### src/rtl/scan_sram_loader_pkg.sv
// Shared parameters, FSM state type and write payload for the scan-driven SRAM loader.
package scan_sram_loader_pkg;

    localparam int unsigned SRAM_WORD_LENGTH = 32;
    localparam int unsigned SRAM_ADDR_WIDTH  = 8;
    localparam int unsigned FRAME_LEN        = SRAM_WORD_LENGTH + SRAM_ADDR_WIDTH;
    localparam int unsigned CNT_W            = $clog2(FRAME_LEN + 1);
    localparam int unsigned FRAMES_W         = SRAM_ADDR_WIDTH + 1;
    localparam int unsigned SYNC_STAGES      = 2;

    typedef enum logic [1:0] {
        LD_SHIFT = 2'd0,
        LD_WRITE = 2'd1,
        LD_DONE  = 2'd2
    } ld_state_t;

    // Field order matches the shift register: address bits sit above the word bits.
    typedef struct packed {
        logic [SRAM_ADDR_WIDTH-1:0]  addr;
        logic [SRAM_WORD_LENGTH-1:0] data;
    } wr_frame_t;

endpackage

### src/rtl/scan_sram_loader_if.sv
// SRAM write-port bundle between the loader (master) and the SRAM (slave).
interface scan_sram_loader_if;
    import scan_sram_loader_pkg::*;

    logic                        o_wr_valid;
    logic                        i_wr_ready;
    logic [SRAM_ADDR_WIDTH-1:0]  o_wr_addr;
    logic [SRAM_WORD_LENGTH-1:0] o_wr_data;

    modport master (
        output o_wr_valid,
        output o_wr_addr,
        output o_wr_data,
        input  i_wr_ready
    );

    modport slave (
        input  o_wr_valid,
        input  o_wr_addr,
        input  o_wr_data,
        output i_wr_ready
    );

endinterface

### src/rtl/scan_sram_loader_sync_edge_det.sv
// Synchroniser chain for one scan pin, with rise/fall detection on the synced level.
module scan_sram_loader_sync_edge_det #(
    parameter int unsigned STAGES = 2
) (
    input  logic CLK,
    input  logic RESETn,
    input  logic i_d,
    output logic o_level,
    output logic o_rise_c,
    output logic o_fall_c
);

    logic [STAGES-1:0] r_sync;
    logic              r_prev;

    always_ff @(posedge CLK) begin
        if (!RESETn) begin
            r_sync <= '0;
            r_prev <= 1'b0;
        end else begin
            r_sync <= STAGES'({r_sync, i_d});
            r_prev <= r_sync[STAGES-1];
        end
    end

    assign o_level  = r_sync[STAGES-1];
    assign o_rise_c = r_sync[STAGES-1] & ~r_prev;
    assign o_fall_c = ~r_sync[STAGES-1] & r_prev;

endmodule

### src/rtl/scan_sram_loader.sv
// Deserialises scan frames into {word, address} and writes them to SRAM until the
// all-ones end-of-init frame arrives.
module scan_sram_loader
    import scan_sram_loader_pkg::*;
(
    input  logic                  CLK,
    input  logic                  RESETn,
    input  logic                  SC_CLK,
    input  logic                  SC_EN,
    input  logic                  scanIn,
    scan_sram_loader_if.master    wr,
    output logic                  o_init_done,
    output logic                  o_frame_err,
    output logic [FRAMES_W-1:0]   o_frames
);

    localparam logic [1:0] ST_SHIFT = 2'(LD_SHIFT);
    localparam logic [1:0] ST_WRITE = 2'(LD_WRITE);
    localparam logic [1:0] ST_DONE  = 2'(LD_DONE);

    logic w_sc_rise;
    logic w_en_level;
    logic w_en_fall;
    logic w_si;
    logic w_unused_edges;
    logic w_clk_level;
    logic w_clk_fall;
    logic w_en_rise;
    logic w_si_rise;
    logic w_si_fall;

    scan_sram_loader_sync_edge_det #(.STAGES(SYNC_STAGES)) u_sync_clk (
        .CLK      (CLK),
        .RESETn   (RESETn),
        .i_d      (SC_CLK),
        .o_level  (w_clk_level),
        .o_rise_c (w_sc_rise),
        .o_fall_c (w_clk_fall)
    );

    scan_sram_loader_sync_edge_det #(.STAGES(SYNC_STAGES)) u_sync_en (
        .CLK      (CLK),
        .RESETn   (RESETn),
        .i_d      (SC_EN),
        .o_level  (w_en_level),
        .o_rise_c (w_en_rise),
        .o_fall_c (w_en_fall)
    );

    scan_sram_loader_sync_edge_det #(.STAGES(SYNC_STAGES)) u_sync_si (
        .CLK      (CLK),
        .RESETn   (RESETn),
        .i_d      (scanIn),
        .o_level  (w_si),
        .o_rise_c (w_si_rise),
        .o_fall_c (w_si_fall)
    );

    assign w_unused_edges = ^{w_clk_level, w_clk_fall, w_en_rise, w_si_rise, w_si_fall};

    logic [1:0]           r_state;
    logic [FRAME_LEN-1:0] r_shreg;
    logic [CNT_W-1:0]     r_cnt;
    wr_frame_t            r_hold;
    logic                 r_valid;
    logic                 r_init_done;
    logic                 r_frame_err;
    logic [FRAMES_W-1:0]  r_frames;
    logic                 r_done_pend;

    logic [1:0]           w_state_nxt;
    logic [FRAME_LEN-1:0] w_shreg_nxt;
    logic [CNT_W-1:0]     w_cnt_nxt;
    wr_frame_t            w_hold_nxt;
    logic                 w_valid_nxt;
    logic                 w_init_nxt;
    logic                 w_err_nxt;
    logic [FRAMES_W-1:0]  w_frames_nxt;
    logic                 w_pend_nxt;

    logic w_shift;
    logic w_commit;
    logic w_hs;
    logic w_full;
    logic w_marker;

    // A commit in the same cycle as a scan-clock rise takes precedence over the shift.
    assign w_shift  = w_sc_rise && w_en_level && !w_en_fall && (r_state != ST_DONE);
    assign w_commit = w_en_fall && (r_state != ST_DONE) && !r_init_done;
    assign w_hs     = r_valid && wr.i_wr_ready;
    assign w_full   = (r_cnt == CNT_W'(FRAME_LEN));
    assign w_marker = w_full && (&r_shreg);

    always_ff @(posedge CLK) begin
        if (!RESETn) begin
            r_state     <= ST_SHIFT;
            r_shreg     <= '0;
            r_cnt       <= '0;
            r_hold      <= '0;
            r_valid     <= 1'b0;
            r_init_done <= 1'b0;
            r_frame_err <= 1'b0;
            r_frames    <= '0;
            r_done_pend <= 1'b0;
        end else begin
            r_state     <= w_state_nxt;
            r_shreg     <= w_shreg_nxt;
            r_cnt       <= w_cnt_nxt;
            r_hold      <= w_hold_nxt;
            r_valid     <= w_valid_nxt;
            r_init_done <= w_init_nxt;
            r_frame_err <= w_err_nxt;
            r_frames    <= w_frames_nxt;
            r_done_pend <= w_pend_nxt;
        end
    end

    // Shift, handshake and commit; commit is evaluated last so it sees the handshake outcome.
    always_comb begin
        w_state_nxt  = r_state;
        w_shreg_nxt  = r_shreg;
        w_cnt_nxt    = r_cnt;
        w_hold_nxt   = r_hold;
        w_valid_nxt  = r_valid;
        w_init_nxt   = r_init_done;
        w_err_nxt    = r_frame_err;
        w_frames_nxt = r_frames;
        w_pend_nxt   = r_done_pend;

        if (w_shift && (r_cnt < CNT_W'(FRAME_LEN))) begin
            w_shreg_nxt[r_cnt] = w_si;
            w_cnt_nxt          = r_cnt + CNT_W'(1);
        end

        if (w_hs) begin
            w_valid_nxt = 1'b0;
            w_pend_nxt  = 1'b0;
            w_state_nxt = r_done_pend ? ST_DONE : ST_SHIFT;
            if (r_frames != '1) begin
                w_frames_nxt = r_frames + FRAMES_W'(1);
            end
        end

        if (w_commit) begin
            w_cnt_nxt = '0;
            if (!w_full) begin
                w_err_nxt = 1'b1;
            end else if (w_marker) begin
                w_init_nxt = 1'b1;
                if (r_valid && !w_hs) begin
                    w_pend_nxt = 1'b1;
                end else begin
                    w_state_nxt = ST_DONE;
                end
            end else if (r_valid) begin
                w_err_nxt = 1'b1;
            end else begin
                w_hold_nxt  = wr_frame_t'(r_shreg);
                w_valid_nxt = 1'b1;
                w_state_nxt = ST_WRITE;
            end
        end
    end

    assign wr.o_wr_valid = r_valid;
    assign wr.o_wr_addr  = r_hold.addr;
    assign wr.o_wr_data  = r_hold.data;
    assign o_init_done   = r_init_done;
    assign o_frame_err   = r_frame_err;
    assign o_frames      = r_frames;

endmodule

### src/flat_wrapper.sv
// flat-port wrapper written by rule: the top's interface ports become plain ports
module scan_sram_loader_flat import scan_sram_loader_pkg::*;
  (CLK, RESETn, SC_CLK, SC_EN, scanIn, o_init_done, o_frame_err, o_frames, wr_o_wr_valid, wr_o_wr_addr, wr_o_wr_data, wr_i_wr_ready);
  scan_sram_loader_if wr_i ();
  input  logic CLK;
  input  logic RESETn;
  input  logic SC_CLK;
  input  logic SC_EN;
  input  logic scanIn;
  output logic o_init_done;
  output logic o_frame_err;
  output logic [FRAMES_W-1:0] o_frames;
  output wire logic [$bits(wr_i.o_wr_valid)-1:0] wr_o_wr_valid;
  output wire logic [$bits(wr_i.o_wr_addr)-1:0] wr_o_wr_addr;
  output wire logic [$bits(wr_i.o_wr_data)-1:0] wr_o_wr_data;
  input wire logic [$bits(wr_i.i_wr_ready)-1:0] wr_i_wr_ready;
  assign wr_o_wr_valid = wr_i.o_wr_valid;
  assign wr_o_wr_addr = wr_i.o_wr_addr;
  assign wr_o_wr_data = wr_i.o_wr_data;
  assign wr_i.i_wr_ready = wr_i_wr_ready;
  scan_sram_loader u_core (.CLK(CLK), .RESETn(RESETn), .SC_CLK(SC_CLK), .SC_EN(SC_EN), .scanIn(scanIn), .wr(wr_i), .o_init_done(o_init_done), .o_frame_err(o_frame_err), .o_frames(o_frames));
endmodule
### config.mk
export PLATFORM = sky130hd
export DESIGN_NAME = scan_sram_loader_flat
export DESIGN_NICKNAME = d
export VERILOG_FILES = /design/src/rtl/scan_sram_loader_pkg.sv /design/src/rtl/scan_sram_loader_if.sv /design/src/rtl/scan_sram_loader_sync_edge_det.sv /design/src/rtl/scan_sram_loader.sv /design/src/flat_wrapper.sv
export SDC_FILE = /design/constraint.sdc
export NUM_CORES = 1
export LEC_CHECK = 0
export BUFFER_PORTS_ARGS = -buffer_cell sky130_fd_sc_hd__clkbuf_2
export CAP_MARGIN = 30
export CORE_MARGIN = 2
export CORE_UTILIZATION = 57
export CTS_CLUSTER_SIZE = 8
export DETAILED_ROUTE_END_ITERATION = 8
export GPL_ROUTABILITY_DRIVEN = 0
export PLACE_DENSITY = 0.84
export SETUP_SLACK_MARGIN = 0.5
export SLEW_MARGIN = 20
export SYNTH_ARGS = -nofsm -noshare
export SYNTH_HDL_FRONTEND = slang
export SYNTH_SLANG_ARGS = --single-unit
### constraint.sdc
create_clock -name CLK -period 4 [get_ports CLK]
set_input_delay 0.4 -clock CLK [delete_from_list [all_inputs] [get_ports CLK]]
set_output_delay 0.4 -clock CLK [all_outputs]
set_load 0.005 [all_outputs]
After elaboration in Yosys (flattened, before gate mapping). Index checks and enable logic that the tools add are counted. W data, S select, Z words.

Add/subtract/negate cells: 2. Order comparisons: 3. Eq/ne operators: 5. Mux-type cells: 23. Bitwise operators: 7. Reduce and logical (&&, ||, !) cells: 19.

Operators by type and width (count): $bwmux W40 (1); $reduce_and A40 Y1 (1); $mux W1 (14); $mux W2 (7); $logic_and A1 B1 Y1 (10); $add A9 B1 Y9 const B (1); $ne A9 B9 Y1 const B (1); $lt A6 B7 Y1 const B (1); $add A6 B1 Y6 const B (1); $demux W1 S6 (1); $eq A6 B6 Y1 const B (1); $ge A6 B1 Y1 const B (1); $lt A6 B6 Y1 const B (1); $reduce_and A3 Y1 (2); $not A1 Y1 (5); $ne A2 B2 Y1 const B (2); $reduce_and A4 Y1 (1); $logic_not A1 Y1 (3); $and A1 B1 Y1 (2); $ne A2 B1 Y1 const B (1); $reduce_and A2 Y1 (1); $reduce_or A2 Y1 (1).

Flip-flop bits (word level): 109.

Longest topological paths before layout.
Depth in word-level cells: 7. Depth in mapped cells: 8.

Modules after synthesis. From an unflattened synthesis, not the netlist that was laid out.

Cell total of the unflattened synthesis: 518. Area, all modules: 4769.6 um^2.

Modules (own cells, without submodules): scan_sram_loader (times used 1, cells an instance 494, area each 4495.6 um^2); scan_sram_loader_sync_edge_det (times used 3, cells an instance 8, area each 91.3 um^2).

Worst setup path before layout. Ideal clock, no wire load.

Kind: flip-flop to flip-flop. Start point: register u_core.r_cnt[0]. End point: register u_core.r_hold (netlist bit u_core.wr.o_wr_data[22]). Arrival time: 2139 ps. Required time: 3882 ps. Setup slack: 1743 ps. Cell stages (with the launch flop): 9. Period minus slack after synthesis: 2257 ps. Cell sequence: dfxtp_1 > buf_6 > or3_1 > buf_2 > or4b_4 > or3_4 > buf_6 > o21ai_1 > a21boi_1.

Word-level cells in the longest chain between the ends: 4.

Ends and longest elaborated chain: start, declared (line scan_sram_loader.sv:63) `logic [CNT_W-1:0] r_cnt;`; start signal, assigned (line scan_sram_loader.sv:108) `r_cnt <= w_cnt_nxt;`; $eq A6 B6 Y1 (*) (line scan_sram_loader.sv:91) `assign w_full = (r_cnt == CNT_W'(FRAME_LEN));`; $logic_and A1 B1 Y1 (line scan_sram_loader.sv:92) `assign w_marker = w_full && (&r_shreg);`; $not A1 Y1 (no line); $reduce_and A4 Y1 (no line) (*); end signal, assigned (line scan_sram_loader.sv:109) `r_hold <= w_hold_nxt;`; end, declared (line scan_sram_loader.sv:64) `wr_frame_t r_hold;`.

Every way passes the cells marked *; elsewhere a longest branch is shown, timed or not. A chain may end at the register's enable or synchronous reset.

Worst setup path after layout.
Start point: register u_core.r_cnt[0]. End point: register u_core.r_hold (netlist bit u_core.wr.o_wr_addr[0]).

The elaborated chain is that of the path after synthesis.

==> results summary <==
Dividing total power by cell area gives a power density of 337 nW/um^2. The clock share of power is 0.342. The post-layout net count came out at 564.

Clock latency on the worst-skew pair, taken at its later pin, is 0.37 ns. The post-cts repair resize count is 0. The combinational power share is 0.023. The required time at the endpoint of the critical path came out at 4.30 ns.

The count of maximum capacitance violations is 0. After legalization and detailed placement, the total HPWL measured 6660 um. For the finished layout, the period the worst path requires is 2.85 ns.

The first TritonRoute pass finished after 4 iterations. The maximum number of pins on one net before global-route repair came out at 64. The number of buffer cells added on primary ports is 57. In this run the core area contains 32 standard-cell rows. The growth of design area from synthesis to finish came out at 9.69%. In this run the critical register-to-register path is launched from u_core.r_cnt[0].

The TritonCTS buffer count came out at 9. The initial antenna violation count is 0. The total nets after synthesis is 531. The mean post-synth cell area came out at 8.91 um^2. The number of different library cells in the post-synthesis netlist came out at 38. The synthesized flop and latch total is 109. The number of clock sinks is 109. The average wire per standard cell is 15.0 um. Measured along the y axis, the die boundary spans 94.3 um. The count of nets left with antenna violations after detail routing came out at 0. The min-delay analysis places its worst path in the category input port to register. Together, buffers and inverters on the worst path number 1. The final worst clock skew is 0.0133 ns. The critical path is of the register to register type. The aggregate global routing overflow is 0. The critical path arrival came out at 3.15 ns. The die width is 94.3 um.

Ranked by total cell area, the synthesized netlist is headed by dfxtp_1 (47%), mux2i_1 (7.3%), a21boi_1 (6.3%), nand3_1 (5.5%), o21ai_1 (4.3%). In this run the worst setup path begins at u_core.r_cnt[0]. The starting density of the core is 0.596. The utilization after layout came out at 0.653. The largest total area in the synthesized netlist belongs to dfxtp_1. Across the VDD grid, the largest voltage drop is 0.249 mV. Post-CTS timing repair inserted 0 buffers for setup. Synthesis produced 522 cells. The number of global-route vias before repair is 3486. The switching fraction of total power is 0.226.

The placeable core region came out at 7810 um^2. The final sum of negative setup slack came out at 0 ns. The flow ran to the end, and the final reports show no timing, DRC or antenna violations. The switching power total is 388 uW.

The root cell of the clock tree is clkbuf_8. The delay of the slowest cell on the worst path came out at 0.61 ns. In the final layout, the share of cells above drive strength 1 is 0.152. For this run, the register share of the synthesized area comes to 0.469. Buffers inserted to repair hold after CTS numbered 0.

The endpoint kind of the worst setup timing path is a register. The global router's overall resource usage came out at 0.235. In this run the static leakage power is 0.00179 uW.

The count of final setup violators came out at 0. The die area came out at 8900 um^2. The starting DRC count in detailed routing came out at 314.

The max-slew violation count was 0. After detailed routing, the number of remaining DRC violations is 0. Setup repair after global routing left no endpoint under its margin. The detail-routed via count per cell is 5.69.

The completed layout was analyzed and its total power is 1720 uW. For this run, the leading register cell type out of synthesis is dfxtp_1. Broken down by cell family, the worst path's largest delay share belongs to simple AND/OR/NAND/NOR gates. The most common cell in the synthesized netlist is dfxtp_1. The number of enable flip-flop cells after synthesis came out at 0.

The cell internal power dissipation is 1330 uW. The CTS H-tree depth is 3. The post-detailed-routing wire length is 9900 um.

The worst setup path is launched from a register. Derived from the worst setup path, the maximum achievable clock frequency is 350 MHz. The worst-case clock buffer depth is 2. TritonCTS built the clock tree. The synthesized netlist occupies a cell area of 4650 um^2.

The commonest cells after synthesis are dfxtp_1 (109), nand3_1 (51), nor2_1 (49). The CTS clock-pin slew for the worst setup and hold paths is 0.10 ns. The I/O pin count came out at 58.

The number of endpoints with negative hold slack in the final report was 0. The via count came out at 3766. The count of synthesis-stage warnings from yosys is 0. The final worst-path cycle share is 0.713. Of the total power, registers draw 0.635. The first-pass GRT wire length came out at 16500 um. The repair_antennas step left the layout with diodes totalling 0. Counting flops with an async set or reset pin after synthesis yields a share of 0. In this run the most critical hold path is launched from SC_CLK. The transition time of the tightest slew-check pin came out at 0.796 ns. The largest driver fanout on the critical path came out at 22. Traced cell by cell, the critical path runs through or3_1 > or4b_4 > nor3_4 > buf_4 > nand3_1 > a21boi_0. The slowest stage of the critical path belongs to the cell nor3_4. The share of Yosys cell area claimed by the top area cell type is 0.469. The worst slew margin relative to its limit is 0.469.
-- flip-flops by register name (all words and copies together), names as in the netlist, named ones only --
| signal | count |
|---|---|
| u_core.r_cnt | 6 |
| u_core.o_frames | 9 |
| u_core.r_state | 2 |
| u_core.u_sync_clk.r_prev | 1 |
| u_core.u_sync_si.r_sync | 2 |
| u_core.o_frame_err | 1 |
| u_core.u_sync_en.r_prev | 1 |
| u_core.r_shreg | 40 |
| u_core.o_init_done | 1 |
| u_core.wr.o_wr_addr | 8 |
| u_core.u_sync_clk.r_sync | 2 |
| u_core.wr.o_wr_data | 32 |
| u_core.u_sync_en.r_sync | 2 |
| u_core.wr.o_wr_valid | 1 |
-- power groups by stage --
stage | clock network, uW | logic (uW) | registers (uW)
floorplan | 0 | 30.8 | 1110
global placement | 0 | 37.1 | 1120
detailed placement | 0 | 37.2 | 1120
CTS | 597 | 37.3 | 1090
global route | 642 | 42.1 | 1090
finish | 588 | 39.0 | 1090
-- per-layer routing --
metal	vias to the layer above	global-route usage	part of all wire	routed length [um]
met5	-	0	0	0
met4	0	0.0785	0.017	167
met3	16	0.0522	0.051	500
met2	82	0.378	0.47	4700
met1	1791	0.316	0.46	4530
li1	1877	-	-	-
-- worst paths after layout --
kind	end	slack [ns]	cells past startpoint
worst min register to register	u_core.u_sync_si.r_sync[1]	0.44	1
worst max-delay path	u_core.wr.o_wr_addr[0]	1.15	6
worst max register to register	u_core.wr.o_wr_addr[0]	1.15	6
worst min-delay path	u_core.u_sync_clk.r_sync[0]	0.25	2
-- through the flow --
| stage | std cells | hold WS (ns) | setup slack (ns) | instance area (um^2) |
|---|---|---|---|---|
| floorplan | 522 | 0.412 | 1.74 | 4650 |
| global placement | 645 | 0.417 | 1.29 | 4910 |
| detailed placement | 645 | 0.425 | 1.20 | 4910 |
| CTS | 661 | 0.235 | 1.17 | 5080 |
| global route | 662 | 0.229 | 0.980 | 5100 |
| finish | 662 | 0.245 | 1.15 | 5100 |
-- cells by family (layout without fill, tap and decap cells) --
logic type | Yosys count | after routing | synth area share
AOI/OAI and AO/OA | 113 | 113 | 0.152
buffers and inverters | 44 | 82 | 0.0449
DFF | 109 | 109 | 0.469
muxes | 35 | 35 | 0.0756
adders and majority gates | 3 | 3 | 0.00807
and+or+nand+nor | 209 | 209 | 0.233
xor gates and xnor gates | 9 | 9 | 0.0170
-- placed cells by master (no fill, tap or decap), drive strengths merged, types with 3 or more instances in the layout --
cell / Yosys / routed
nor2b: 28 / 28
clkinvlp: 0 / 4
buf: 12 / 7
a21boi: 53 / 53
nand3: 51 / 51
or3: 4 / 4
mux2i: 34 / 34
ha: 3 / 3
nand3b: 3 / 3
o21ai: 55 / 55
nand2: 28 / 28
xnor2: 6 / 6
nor2: 49 / 49
clkbuf: 30 / 67
dfxtp: 109 / 109
and2: 14 / 14
nand4: 16 / 16
xor2: 3 / 3
-- layout make-up --
| cell class | instances | area (um^2) |
|---|---|---|
| multi-input cells | 369 | 2270 |
| well taps | 102 | 128 |
| repair buffers | 64 | 350 |
| clock inverters | 6 | 40.0 |
| fillers | 657 | 2710 |
| flip-flops and latches | 109 | 2180 |
| clock buffers | 10 | 128 |
| inverters | 2 | 7.51 |
Power figures use the tool's default switching activity.
